==> config.mk <==
export PLATFORM = sky130hd
export DESIGN_NAME = t_bird_stim_gen
export DESIGN_NICKNAME = d
export VERILOG_FILES = /design/src/rtl/T_bird_tail_light_FSM_pkg.sv /design/src/rtl/t_bird_lfsr8.sv /design/src/rtl/t_bird_stim_gen.sv
export SDC_FILE = /design/constraint.sdc
export NUM_CORES = 1
export LEC_CHECK = 0
export CAP_MARGIN = 20
export CORE_MARGIN = 2
export CORE_UTILIZATION = 40
export CTS_BUF_LIST = sky130_fd_sc_hd__clkbuf_4 sky130_fd_sc_hd__clkbuf_8
export DETAILED_ROUTE_END_ITERATION = 10
export GPL_TIMING_DRIVEN = 1
export REMOVE_ABC_BUFFERS = 1
export SKIP_LAST_GASP = 1
export SLEW_MARGIN = 40
export SYNTH_ARGS = -nofsm -noshare
export SYNTH_HDL_FRONTEND = slang
export SYNTH_HIERARCHICAL = 1
export SYNTH_SLANG_ARGS = --single-unit
==> constraint.sdc <==
create_clock -name clk -period 1.82 [get_ports clk]
set_input_delay 0.364 -clock clk [delete_from_list [all_inputs] [get_ports clk]]
set_output_delay 0.364 -clock clk [all_outputs]
set_load 0.05 [all_outputs]
==> src/rtl/T_bird_tail_light_FSM_pkg.sv <==
// Shared types and helpers for the T-bird tail-light FSM and its stimulus generator.
// T_BIRD_STIM_MULTI_REQ_EN enables simultaneous request combinations for command codes 4-6.
package T_bird_tail_light_FSM_pkg;

  localparam int LFSR_W = 8;

  typedef enum logic [2:0] {
    GEN_IDLE,
    GEN_LOAD,
    GEN_HOLD,
    GEN_DRAIN,
    GEN_DONE
  } gen_state_t;

  typedef enum logic [2:0] {
    CMD_NONE       = 3'd0,
    CMD_LEFT       = 3'd1,
    CMD_RIGHT      = 3'd2,
    CMD_HAZ        = 3'd3,
    CMD_LEFT_RIGHT = 3'd4,
    CMD_LEFT_HAZ   = 3'd5,
    CMD_RIGHT_HAZ  = 3'd6,
    CMD_NONE_ALT   = 3'd7
  } cmd_t;

  typedef struct packed {
    logic left;
    logic right;
    logic haz;
  } req_t;

  function automatic logic [LFSR_W-1:0] lfsr_next(input logic [LFSR_W-1:0] v);
    return {v[6:0], v[7] ^ v[5] ^ v[4] ^ v[3]};
  endfunction

  function automatic req_t cmd_decode(input cmd_t c);
    req_t r;
    r = '0;
    case (c)
      CMD_LEFT:       r.left  = 1'b1;
      CMD_RIGHT:      r.right = 1'b1;
      CMD_HAZ:        r.haz   = 1'b1;
`ifdef T_BIRD_STIM_MULTI_REQ_EN
      CMD_LEFT_RIGHT: begin r.left  = 1'b1; r.right = 1'b1; end
      CMD_LEFT_HAZ:   begin r.left  = 1'b1; r.haz   = 1'b1; end
      CMD_RIGHT_HAZ:  begin r.right = 1'b1; r.haz   = 1'b1; end
`else
      // Single-request build folds the combination codes onto one request each.
      CMD_LEFT_RIGHT: r.left  = 1'b1;
      CMD_LEFT_HAZ:   r.right = 1'b1;
      CMD_RIGHT_HAZ:  r.haz   = 1'b1;
`endif
      default:        r = '0;
    endcase
    return r;
  endfunction

endpackage

==> src/rtl/t_bird_lfsr8.sv <==
// 8-bit Fibonacci LFSR, reset to SEED, advancing one step per enabled cycle.
module t_bird_lfsr8
  import T_bird_tail_light_FSM_pkg::*;
#(
  parameter logic [LFSR_W-1:0] SEED = 8'hA5
) (
  input  logic              clk,
  input  logic              rst,
  input  logic              en_i,
  output logic [LFSR_W-1:0] value_o
);

  logic [LFSR_W-1:0] lfsr_q;

  always_ff @(posedge clk or posedge rst) begin
    if (rst) begin
      lfsr_q <= SEED;
    end else if (en_i) begin
      lfsr_q <= lfsr_next(lfsr_q);
    end
  end

  assign value_o = lfsr_q;

endmodule

==> src/rtl/t_bird_stim_gen.sv <==
// Closed-loop stimulus generator driving left/right/haz into the T-bird tail-light FSM.
// T_BIRD_STIM_MULTI_REQ_EN (package) selects multi-request command decoding.
module t_bird_stim_gen
  import T_bird_tail_light_FSM_pkg::*;
#(
  parameter int                NUM_CMDS      = 64,
  parameter int                HOLD_W        = 4,
  parameter logic [LFSR_W-1:0] SEED          = 8'hA5,
  parameter int                DRAIN_TIMEOUT = 16,
  localparam int               CNT_W         = $clog2(NUM_CMDS + 1)
) (
  input  logic             clk,
  input  logic             rst,
  input  logic             start,
  input  logic             fsm_idle,
  output logic             left,
  output logic             right,
  output logic             haz,
  output logic             busy,
  output logic             done,
  output logic             timeout_err,
  output logic [CNT_W-1:0] cmd_count
);

  localparam int               DRN_W      = $clog2(DRAIN_TIMEOUT + 1);
  localparam logic [CNT_W-1:0] NUM_CMDS_C = CNT_W'(NUM_CMDS);
  localparam logic [DRN_W-1:0] DRAIN_LAST = DRN_W'(DRAIN_TIMEOUT - 1);

  gen_state_t        state_q, state_d;
  req_t              req_q, req_d;
  logic [HOLD_W-1:0] hold_q, hold_d;
  logic [DRN_W-1:0]  drain_q, drain_d;
  logic [CNT_W-1:0]  cnt_q, cnt_d;
  logic              busy_q, busy_d;
  logic              done_q, done_d;
  logic              terr_q, terr_d;
  logic              lfsr_en;
  logic [LFSR_W-1:0] lfsr_val;
  logic [LFSR_W-1:0] lfsr_adv;
  logic              unused_lfsr;

  t_bird_lfsr8 #(.SEED(SEED)) u_lfsr (
    .clk     (clk),
    .rst     (rst),
    .en_i    (lfsr_en),
    .value_o (lfsr_val)
  );

  // Command is decoded from the value the LFSR steps to at the end of GEN_LOAD.
  assign lfsr_adv    = lfsr_next(lfsr_val);
  assign unused_lfsr = ^lfsr_adv;

  always_comb begin
    state_d = state_q;
    req_d   = req_q;
    hold_d  = hold_q;
    drain_d = drain_q;
    cnt_d   = cnt_q;
    busy_d  = busy_q;
    done_d  = done_q;
    terr_d  = terr_q;
    lfsr_en = 1'b0;
    case (state_q)
      GEN_IDLE, GEN_DONE: begin
        if (start) begin
          state_d = GEN_LOAD;
          busy_d  = 1'b1;
          done_d  = 1'b0;
          terr_d  = 1'b0;
          cnt_d   = '0;
        end
      end
      GEN_LOAD: begin
        lfsr_en = 1'b1;
        req_d   = cmd_decode(cmd_t'(lfsr_adv[2:0]));
        hold_d  = lfsr_adv[HOLD_W+3:4];
        if (cnt_q != NUM_CMDS_C) cnt_d = cnt_q + 1'b1;
        state_d = GEN_HOLD;
      end
      GEN_HOLD: begin
        if (hold_q == '0) begin
          req_d   = '0;
          drain_d = '0;
          state_d = GEN_DRAIN;
        end else begin
          hold_d = hold_q - 1'b1;
        end
      end
      GEN_DRAIN: begin
        // Idle takes precedence over a timeout landing in the same cycle.
        if (fsm_idle || (drain_q == DRAIN_LAST)) begin
          if (!fsm_idle) terr_d = 1'b1;
          if (cnt_q == NUM_CMDS_C) begin
            state_d = GEN_DONE;
            busy_d  = 1'b0;
            done_d  = 1'b1;
          end else begin
            state_d = GEN_LOAD;
          end
        end else begin
          drain_d = drain_q + 1'b1;
        end
      end
      default: state_d = GEN_IDLE;
    endcase
  end

  always_ff @(posedge clk or posedge rst) begin
    if (rst) begin
      state_q <= GEN_IDLE;
      req_q   <= '0;
      hold_q  <= '0;
      drain_q <= '0;
      cnt_q   <= '0;
      busy_q  <= 1'b0;
      done_q  <= 1'b0;
      terr_q  <= 1'b0;
    end else begin
      state_q <= state_d;
      req_q   <= req_d;
      hold_q  <= hold_d;
      drain_q <= drain_d;
      cnt_q   <= cnt_d;
      busy_q  <= busy_d;
      done_q  <= done_d;
      terr_q  <= terr_d;
    end
  end

  assign left        = req_q.left;
  assign right       = req_q.right;
  assign haz         = req_q.haz;
  assign busy        = busy_q;
  assign done        = done_q;
  assign timeout_err = terr_q;
  assign cmd_count   = cnt_q;

endmodule

==> Yosys cells after proc, flatten, opt, wreduce, memory -nomap -nowiden <==
Index checks and enable logic that the tools add are counted.
{ "totals": {"elab_cells": 86, "reg_bits": 33} }
{ "classes": {"reduce_logical": 18, "eq_ne": 21, "bitwise": 3, "muxes": 30, "addsub": 3} }
{ "op_table": {"columns": ["op", "n"], "rows": [
  ["!= test 2 bit (second input constant)", 8],
  ["two-way mux 3 bit", 5],
  ["two-way mux 7 bit", 2],
  ["case mux 7 bit (2 select lines)", 1],
  ["equality test 3 x 2 -> 1 bit (second input constant)", 4],
  ["equality test 3 bit (second input constant)", 4],
  ["two-way mux 1 bit", 12],
  ["case mux 3 bit (4 select lines)", 1],
  ["two-way mux 5 bit", 2],
  ["case mux 5 bit (2 select lines)", 1],
  ["AND reduction 3 bit", 3],
  ["case mux 4 bit (2 select lines)", 1],
  ["AND reduction 4 bit", 2],
  ["nonzero test 2 bit", 4],
  ["OR reduction 2 bit", 4],
  ["adder 7 x 1 -> 7 bit (second input constant)", 1],
  ["equality test 7 bit (second input constant)", 1],
  ["!= test 7 bit (second input constant)", 1],
  ["equality test 3 x 1 -> 1 bit (second input constant)", 2],
  ["case mux 1 bit (2 select lines)", 3],
  ["case mux 3 bit (2 select lines)", 1],
  ["adder 5 x 1 -> 5 bit (second input constant)", 1],
  ["equality test 5 x 4 -> 1 bit (second input constant)", 1],
  ["logical NOT 4 bit", 1],
  ["6 further kinds", 9]
]} }

==> Longest topological paths before layout <==
{ "depth": {"word_depth": 7, "mapped_depth": 7, "depth_no_buf": 7} }

==> Modules after synthesis <==
The synthesis kept the hierarchy.
{ "by_module_without_submodules": {"columns": ["mod", "cells_each", "seq_area_each_um2", "instances", "area_each_um2"], "rows": [
  ["t_bird_stim_gen", 153, 625.6, 1, 1430.1],
  ["t_bird_lfsr8", 22, 205.2, 1, 327.8]
]} }

==> Worst setup path after synthesis <==
Ideal clock, no wire load.
{ "synth_timing": {"path_type": "flip-flop to flip-flop", "from": "register cnt_q[0], in the netlist cmd_count[0]", "to": "register cnt_q[5], in the netlist cmd_count[5]", "path_slack_ns": -0.318, "path_stages_with_launch": 8, "t_arrival_ns": 2.061, "n_path_buf": 1, "cell_sequence": "dfrtp_1 -> inv_1 -> ha_1 -> nor2b_1 -> and3_1 -> buf_6 -> or4_1 -> a21oi_1"} }
{ "synth_between": {"elab_chain_cells": 3, "word_cells_on_any_way": 6, "cone_classes": "add/sub: 1; eq/ne: 2; mux: 2; reduce/logical: 1"} }
{ "synth_lines": {"columns": ["element", "line", "text"], "rows": [
  ["start, declared", "t_bird_stim_gen.sv:33", "logic [CNT_W-1:0] cnt_q, cnt_d;"],
  ["start signal, assigned", "t_bird_stim_gen.sv:123", "cnt_q <= cnt_d;"],
  ["adder 7 x 1 -> 7 bit / != test 7 bit (equally long branches)", "t_bird_stim_gen.sv:77", "if (cnt_q != NUM_CMDS_C) cnt_d = cnt_q + 1'b1;"],
  ["two-way mux 7 bit / != test 2 bit (equally long branches)", null, null],
  ["case mux 7 bit (2 select lines) / AND reduction 3 bit (equally long branches)", null, null]
]} }
Several ways; a longest one is shown, not always the timed one. The select of a mux whose other input is x is not followed.
A chain may end at the register's enable or synchronous reset.

==> Final worst setup path <==
Same ends and word-level chain as after synthesis.

==> flow_metrics.tcl <==
set metrics [dict create \
    io-pin-count 17 \
    wire_per_inst_um 14.2 \
    firstDrtPassIters 4 \
    cts_buffers 5 \
    reg2reg_to "cmd_count[5]" \
    first_global_vias 1342 \
    cts_hold_buf 0 \
    worstSetupPathType "reg2reg" \
    htreeDepth 2 \
    leakagePower_nw 0.981 \
    p_per_area_nw_per_um2 1820 \
    slew_headroom_pct 66.9 \
    ant_nets 0 \
    core_area_um2 4290 \
    yosysSeqAreaShare_pct 47.3 \
    end_kind "flip-flop" \
    fp.dieW_um 70.3 \
    ff2ff_setup_slack_ns 0.07 \
    grtUsageTotal_pct 16.4 \
    start_util_pct 40.9 \
    drive_gt1_share_pct 26.3 \
    yosysTopAreaCellShare_pct 41.3 \
    cap_violations 0 \
    post-dp-hpwl_um 2710 \
    crit_path_max_incr_delay_ns 0.54 \
    avgSynthCellArea_um2 10.0 \
    die-area_um2 4940 \
    antenna_found_initial 0 \
    first_iter_violations 61 \
    worst_slew_pin_slew_ns 0.496 \
    period_share_pct 96.1 \
    io_buffers 16 \
    grt_overflow_total 0 \
    fin_nets 217 \
    rows 24 \
    cts_buffer_depth 2 \
    crit_chain "inv_1 > ha_1 > nor2b_1 > and3_1 > or4_1 > a21oi_1" \
    ys_async_sr_fraction_pct 100 \
    drc 0 \
    pre_cts_ws_ns -0.0316 \
    routed_wl_um 3710 \
    rsz0062_at_grt "false" \
    clock-root-buffer "clkbuf_8" \
    vias 1393 \
    crit_slowest_cell "or4_1" \
    synth_area_leader_cell "dfrtp_1" \
    start_kind "flip-flop" \
    worstPathMaxFanout 8 \
    utilization_pct 50.6 \
    syn_area_um2 1760 \
    setup_ws_ns 0.0714 \
    r2r_cells 6 \
    grt_max_degree 26 \
    hold_path_class "in2async" \
    finalWeightedCongestion 0.756 \
    timing.rr.start "cmd_count[0]" \
    setup_viol 0 \
    clk_latency_ns 0.28 \
    final-max-slew-violation-count 0 \
    cp.arrival_ns 1.96 \
    synth_ff_type "dfrtp_1" \
    die_h_um 70.3 \
    final_cell_count_no_fill 261 \
    synth.top_cells.by_area "dfrtp_1 (41%), dfstp_2 (6.0%), mux2_2 (4.5%), ha_1 (3.6%), xnor2_1 (3.5%)" \
    cp.required_ns 2.03 \
    cts_num_sinks 33 \
    diodes 0 \
    cts_setup_buffers 0 \
    vdd_drop_max_mv 0.778 \
    clkTransAtPathRegs_ns 0.07 \
    yosysUniqueCellTypes 45 \
    dp_cells 253 \
    finalHoldViolCount 0 \
    skew_ns 0.0105 \
    yosys_warnings 6 \
    fin_crit_ns 1.75 \
    synth_edf_count 0 \
    area_growth_pct 23.5 \
    grt_first_pass_wirelength_um 6440 \
    synthCells 175 \
    cts_tree "built" \
    vias_per_cell 5.34 \
    outcome "complete, no violations" \
    synth-seq-cells 33 \
    fmax_ghz 0.572 \
]
==> cell usage in the layout (no fill, tap or decap), drive strengths merged, types with 2 or more instances in the layout <==
master and count:
dfrtp 29, buf 29, inv 14, nand2 12, nor2 12, nand3 9
a21oi 8, o21ai 8, xnor2 7, mux2 7, clkbuf 7, nand2b 5
o31ai 5, ha 5, and3 4, mux2i 4, dfstp 4, xor2 3
clkdlybuf4s50 3, a31oi 2, nor3b 2, nor2b 2, nor4b 2, nand4 2
or4 2, a211oi 2, o22ai 2, nor3 2, nor4 2, or3b 2
==> timing repair <==
action | CTS | global route
pin swaps | 0 | 2
gates resized for setup | 1 | 4
setup endpoints to repair | 1 | 9
==> critical path, delay by kind of cell (launching register included) <==
family / cells / cell delay [ns]
compound gates: 1 / 0.15
fa+ha+maj: 1 / 0.17
buf+inv: 1 / 0.04
flops: 1 / 0.35
simple gates: 3 / 0.95
==> worst max path at each step <==
| stage | from | endpoint | cells after the start |
|---|---|---|---|
| after floorplan | cmd_count[0] | cmd_count[5] | 6 |
| after global placement | drain_q[0] | state_q[2] | 7 |
| after detailed placement | drain_q[0] | drain_q[2] | 7 |
| after CTS | drain_q[0] | drain_q[2] | 7 |
| after global routing | cmd_count[0] | cmd_count[2] | 6 |
| final | cmd_count[0] | cmd_count[5] | 6 |
==> layout make-up <==
| type | instances | area (µm²) |
|---|---|---|
| fill | 390 | 2120 |
| multi-input combinational | 122 | 855 |
| sequential | 33 | 831 |
| timing repair buffer | 32 | 248 |
| clock buffer | 7 | 90.1 |
| tap | 52 | 65.1 |
| inverter | 14 | 52.6 |
| clock inverter | 1 | 30.0 |
==> cells in the mapped netlist (3+ instances only) <==
cell	n
a21oi_1	8
and3_1	4
dfrtp_1	29
dfstp_2	4
ha_1	5
inv_1	14
mux2_2	7
mux2i_1	4
nand2_1	12
nand2b_1	5
nand3_1	9
nor2_1	12
o21ai_0	7
o31ai_1	5
xnor2_1	7
xor2_1	3
==> registers in the layout (all words and copies together) (netlist names) <==
name and flops:
drain_q 5, right 1, timeout_err 1, haz 1, hold_q 4, busy 1, done 1, cmd_count 7
left 1, u_lfsr/value_o 8, state_q 3
==> cell families (layout without fill, tap and decap cells) <==
kind of cell | count (synthesis) | in the layout | share of synthesized area [%]
AND/OR/NAND/NOR | 62 | 62 | 19.4
AO/OA/AOI/OAI | 34 | 34 | 12.7
flip-flops | 33 | 33 | 47.3
buffers and inverters | 20 | 54 | 5.27
multiplexers | 11 | 11 | 6.76
XOR/XNOR | 10 | 10 | 4.98
adder cells (fa/ha/maj) | 5 | 5 | 3.56
==> power by group <==
| group | leakage, nW | internal (mW) | switching, mW | total, mW |
|---|---|---|---|---|
| Combinational | 0.509 | 0.841 | 1.07 | 1.91 |
| Sequential | 0.411 | 1.05 | 0.265 | 1.31 |
| Clock | 0.0619 | 0.461 | 0.261 | 0.722 |
| Total | 0.981 | 2.35 | 1.59 | 3.94 |
==> layer usage <==
layer	vias to the layer above	global-route usage, %	routed length [µm]
li1	688	-	-
met1	685	19.2	1560
met2	16	28.6	2010
met3	4	4.47	111
met4	0	6.20	30
met5	-	0	0
==> stage by stage <==
stage	hold WS, ns	instance area, µm²	setup TNS [ns]	power [mW]
after CTS	0.361	2150	0	3.97
after global placement	0.464	2030	0	3.16
after global routing	0.371	2170	0	4.24
final	0.353	2170	0	3.94
after floorplan	0.177	1720	-1.05	2.62
after detailed placement	0.486	2030	-0.0316	3.23
Note: power is estimated with default switching activity, not from simulation.
